[src/rtl/dcache_port_arbiter.sv]
// Two-port arbiter/sequencer in front of the single-port data cache.
// Define DCACHE_ARB_FIXED_PRIO_EN for fixed port-0 priority instead of round-robin.
module dcache_port_arbiter #(
  parameter int ADDR_W     = 32,
  parameter int DATA_W     = 32,
  parameter int RD_LATENCY = 1
) (
  input  logic              clk,
  input  logic              rst,
  input  logic              m0_req,
  input  logic              m0_we,
  input  logic [ADDR_W-1:0] m0_addr,
  input  logic [DATA_W-1:0] m0_wdata,
  output logic              m0_gnt,
  output logic              m0_rsp_valid,
  output logic              m0_rsp_err,
  output logic [DATA_W-1:0] m0_rdata,
  input  logic              m1_req,
  input  logic              m1_we,
  input  logic [ADDR_W-1:0] m1_addr,
  input  logic [DATA_W-1:0] m1_wdata,
  output logic              m1_gnt,
  output logic              m1_rsp_valid,
  output logic              m1_rsp_err,
  output logic [DATA_W-1:0] m1_rdata,
  output logic [ADDR_W-1:0] dCacheAddr,
  output logic              dCacheWriteEn,
  output logic              dCacheReadEn,
  output logic [DATA_W-1:0] dCacheWriteData,
  input  logic [DATA_W-1:0] dCacheReadData,
  output logic              busy
);

  localparam int CNT_W = (RD_LATENCY > 1) ? $clog2(RD_LATENCY) : 1;

  typedef enum logic [1:0] {IDLE, ISSUE, WAIT, RESP} state_t;

  state_t           state, state_nx;
  logic             owner, we_q, err_q;
  logic [CNT_W-1:0] cnt;
  logic             sel, any_req, misaligned, last_cycle;
`ifndef DCACHE_ARB_FIXED_PRIO_EN
  logic             last_owner;
`endif

  assign any_req = m0_req | m1_req;
  assign busy    = (state != IDLE);

  always_comb begin
`ifdef DCACHE_ARB_FIXED_PRIO_EN
    sel = ~m0_req;
`else
    sel = (m0_req & m1_req) ? ~last_owner : m1_req;
`endif
    misaligned = sel ? (m1_addr[1:0] != 2'b00) : (m0_addr[1:0] != 2'b00);
    // Read data is sampled at the end of the final ISSUE/WAIT cycle.
    last_cycle = ((state == ISSUE) && (RD_LATENCY == 1)) ||
                 ((state == WAIT) && (cnt == CNT_W'(1)));
  end

  always_comb begin
    state_nx      = state;
    m0_gnt        = 1'b0;
    m1_gnt        = 1'b0;
    dCacheWriteEn = 1'b0;
    dCacheReadEn  = 1'b0;
    m0_rsp_valid  = 1'b0;
    m0_rsp_err    = 1'b0;
    m1_rsp_valid  = 1'b0;
    m1_rsp_err    = 1'b0;
    case (state)
      IDLE: begin
        if (any_req) begin
          m0_gnt   = ~sel;
          m1_gnt   = sel;
          state_nx = misaligned ? RESP : ISSUE;
        end
      end
      ISSUE: begin
        dCacheWriteEn = we_q;
        dCacheReadEn  = ~we_q;
        state_nx      = (RD_LATENCY > 1) ? WAIT : RESP;
      end
      WAIT: begin
        if (cnt == CNT_W'(1)) state_nx = RESP;
      end
      RESP: begin
        m0_rsp_valid = ~owner;
        m0_rsp_err   = ~owner & err_q;
        m1_rsp_valid = owner;
        m1_rsp_err   = owner & err_q;
        state_nx     = IDLE;
      end
      default: state_nx = IDLE;
    endcase
  end

  always_ff @(posedge clk or posedge rst) begin
    if (rst) begin
      state           <= IDLE;
      owner           <= 1'b0;
      we_q            <= 1'b0;
      err_q           <= 1'b0;
      cnt             <= '0;
      dCacheAddr      <= '0;
      dCacheWriteData <= '0;
      m0_rdata        <= '0;
      m1_rdata        <= '0;
`ifndef DCACHE_ARB_FIXED_PRIO_EN
      last_owner      <= 1'b1;
`endif
    end else begin
      state <= state_nx;
      if ((state == IDLE) && any_req) begin
        owner <= sel;
        we_q  <= sel ? m1_we : m0_we;
        err_q <= misaligned;
`ifndef DCACHE_ARB_FIXED_PRIO_EN
        last_owner <= sel;
`endif
        // Misaligned accesses never reach the cache, so its bus keeps its old value.
        if (!misaligned) begin
          dCacheAddr <= sel ? m1_addr : m0_addr;
          if (sel ? m1_we : m0_we) dCacheWriteData <= sel ? m1_wdata : m0_wdata;
        end
      end
      if (state == ISSUE)     cnt <= CNT_W'(RD_LATENCY - 1);
      else if (state == WAIT) cnt <= cnt - CNT_W'(1);
      if (last_cycle && !we_q) begin
        if (owner) m1_rdata <= dCacheReadData;
        else       m0_rdata <= dCacheReadData;
      end
    end
  end

endmodule

[config.mk]
export PLATFORM = sky130hd
export DESIGN_NAME = dcache_port_arbiter
export DESIGN_NICKNAME = d
export VERILOG_FILES = /design/src/rtl/dcache_port_arbiter.sv
export SDC_FILE = /design/constraint.sdc
export NUM_CORES = 1
export LEC_CHECK = 0
export CAP_MARGIN = 20
export CORE_MARGIN = 3
export CORE_UTILIZATION = 36
export CTS_CLUSTER_DIAMETER = 40
export CTS_CLUSTER_SIZE = 25
export DETAILED_ROUTE_END_ITERATION = 7
export PLACE_DENSITY_LB_ADDON = 0.25
export SLEW_MARGIN = 5
export SYNTH_ARGS = -nofsm -noshare
export SYNTH_HDL_FRONTEND = slang
export SYNTH_SLANG_ARGS = --single-unit
[constraint.sdc]
create_clock -name clk -period 4.5 [get_ports clk]
set_clock_uncertainty 0.15 [all_clocks]
set_input_delay 1.125 -clock clk [delete_from_list [all_inputs] [get_ports clk]]
set_output_delay 1.125 -clock clk [all_outputs]
set_load 0.05 [all_outputs]
==> results.ini <==
[outcome]
status = finished, final reports clean

[global_route]
antenna_found_initial = 0
grt-ovfl-total = 0
grt_pass1_wl_um = 26200
grt_pass1_vias = 4822
grt_usage_pct = 18.6
grt_max_degree = 56

[routing]
viasPerCell = 4.64
drtIter0Drc = 119
firstDrtPassIters = 4
drtAntennaViolNets = 0
finalWirelength_um = 16800
vias = 4305
wl_per_cell_um = 18.1
route.detailed.drc = 0

[cts]
cts_root_buf = clkbuf_16
cts_tree = yes
cts_setup_buffers = 0
clkTransAtPathRegs_ps = 60
clkLatencyLatePin_ps = 400
clk_path_buf_depth = 2
cts_resized = 0
htree_levels = 4
clock_sinks = 135
cts_made_buffers = 17
cts_hold_buf = 0

[final_layout]
num_antenna_cells = 0
fin_nets = 870
fin_util_pct = 61.2
areaGrowthSynthToFinish_pct = 65.0
drive_gt1_share_pct = 33.1

[synthesis]
avgSynthCellArea_sq_um = 15.3
ys_warn_count = 0
yosysTopAreaCellShare_pct = 56.3
synth-seq-cells = 135
synth_cell_type_count = 29
syn_nets = 559
synthTopCellsByArea = dfrtp_1 56%, mux2_2 35%, ha_1 1.1%
syn_inst = 388
synth_area_sq_um = 5950
ys_seq_area_share_pct = 56.8
yosysTopAreaCell = dfrtp_1

[critical_path]
arrival_ps = 2370
endpoint_kind = primary output
crit_path_top_delay_cell = clkdlybuf4s50_1
slowest_delay_ps = 550
startpoint_type = input pin
critPathMaxFanout = 5
cp_cell_sequence = clkdlybuf4s50_1 > a21boi_4 > and2_1 > buf_12
path_class = input pin to primary output
r2r_cells = 6
required_ps = 3220

[placed_design]
gp_congestion = 0.733
dp_hpwl_um = 12900
port_buffers = 302

[sta]
finalSetupViolCount = 0
relSlewSlack_pct = 35.8
fmax_mhz = 274
hold_viol_final = 0
tns_ps = 0
worst_pin_slew_ps = 960
post-route-min-period_ps = 3640
slew_violations = 0
rsz0062_at_grt = no
min_period_over_period_pct = 81.0

[pwr]
p_per_area_nw_per_um2 = 828
irDropWorstVdd_v = 0.000601
p_leak_nw = 4.04

[die]
core-area_sq_um = 16100
ios = 303
dieArea_sq_um = 18100
dieHeight_um = 135
die_w_um = 135
initial_utilization_pct = 37.1
rows = 46

[flow_run]
maxCapViolCount = 0

[min_path]
min_delay_path_depth = 1
hold_class = register to register

layout make-up:
class                      instances  area, sq um
clock buffer                      18          439
clock inverter                    14          125
fill                            1265         6230
inverter                           5         22.5
multi-input combinational        229         2450
sequential                       135         3380
tap                              216          270
timing repair buffer             311         3140
sequential cells by signal, indices dropped and copies added, names as in the netlist:
signal,flops
cnt,1
dCacheAddr,32
dCacheWriteData,32
err_q,1
last_owner,1
m0_rdata,32
m1_rdata,32
owner,1
state,2
we_q,1
per-layer routing:
layer	routed length (um)	track usage (%)	up-vias
met5	0	0	-
met4	176	4.30	0
met3	1730	8.64	12
met2	8660	33.4	187
met1	6240	20.1	2078
li1	-	-	2028
cell usage after synthesis:
cell	n
nor2b_1	4
mux2i_1	1
o22ai_1	1
inv_1	5
a21boi_2	1
a31oi_1	1
nor2_1	4
a32oi_2	1
nor3_1	1
dfrtp_1	134
buf_6	3
buf_2	12
nor2_2	1
dfstp_2	1
o32a_1	1
and3_1	2
ha_1	5
nor3b_1	1
and2_1	4
mux2i_2	1
a21o_1	1
mux2_1	5
buf_4	4
nand2_1	1
o21ai_0	3
nand2b_1	2
a21oi_1	3
nor3_4	1
mux2_2	184
worst paths after layout:
path                               start            end  slack [ps]
setup / recovery                  m1_req         m1_gnt         860
hold / removal             dCacheAddr[2]  dCacheAddr[2]         340
setup reg to reg                state[1]    m1_rdata[3]        1860
hold reg to reg            dCacheAddr[2]  dCacheAddr[2]         340
max in group asynchronous            rst   m0_rdata[15]        2320
min in group asynchronous            rst           we_q        1130
layout by cell type (no fill, tap or decap), types with 5 or more instances in the layout:
cell type / count
clkdlybuf4s50_1: 300
clkbuf_16: 17
buf_4: 7
clkinvlp_4: 7
ha_1: 5
dfrtp_1: 134
mux2_2: 184
mux2_1: 5
through the flow:
step | power (mW) | std cells | area [sq um] | worst slack, ps | hold slack [ps]
detailed placement | 6.89 | 896 | 9260 | 837 | 329
finish | 8.14 | 928 | 9830 | 857 | 342
CTS | 8.24 | 928 | 9830 | 828 | 346
global route | 8.51 | 928 | 9830 | 787 | 353
global placement | 6.80 | 896 | 9260 | 886 | 318
floorplan | 5.21 | 388 | 5960 | 1080 | 323
cell families after synthesis:
logic type                 Yosys count  share of synthesized area, %
AOI/OAI and AO/OA                   12                          1.47
adders and majority gates            5                          1.05
buffers and inverters               24                          2.40
DFF                                135                          56.8
muxes                              191                          36.1
and+or+nand+nor                     21                          2.16
critical path: cells and delay by family:
family / cells / cell delay [ps]
AOI/OAI and AO/OA: 1 / 290
buffers and inverters: 2 / 710
and+or+nand+nor: 1 / 230
where the power goes:
group	internal [mW]	switching (mW)	total, mW	leakage [nW]
Combinational	1.80	2.88	4.69	2.13
Clock	0.777	0.534	1.31	0.262
Sequential	1.82	0.326	2.14	1.64
Total	4.40	3.74	8.14	4.04
Note: power is estimated with default switching activity, not from simulation.
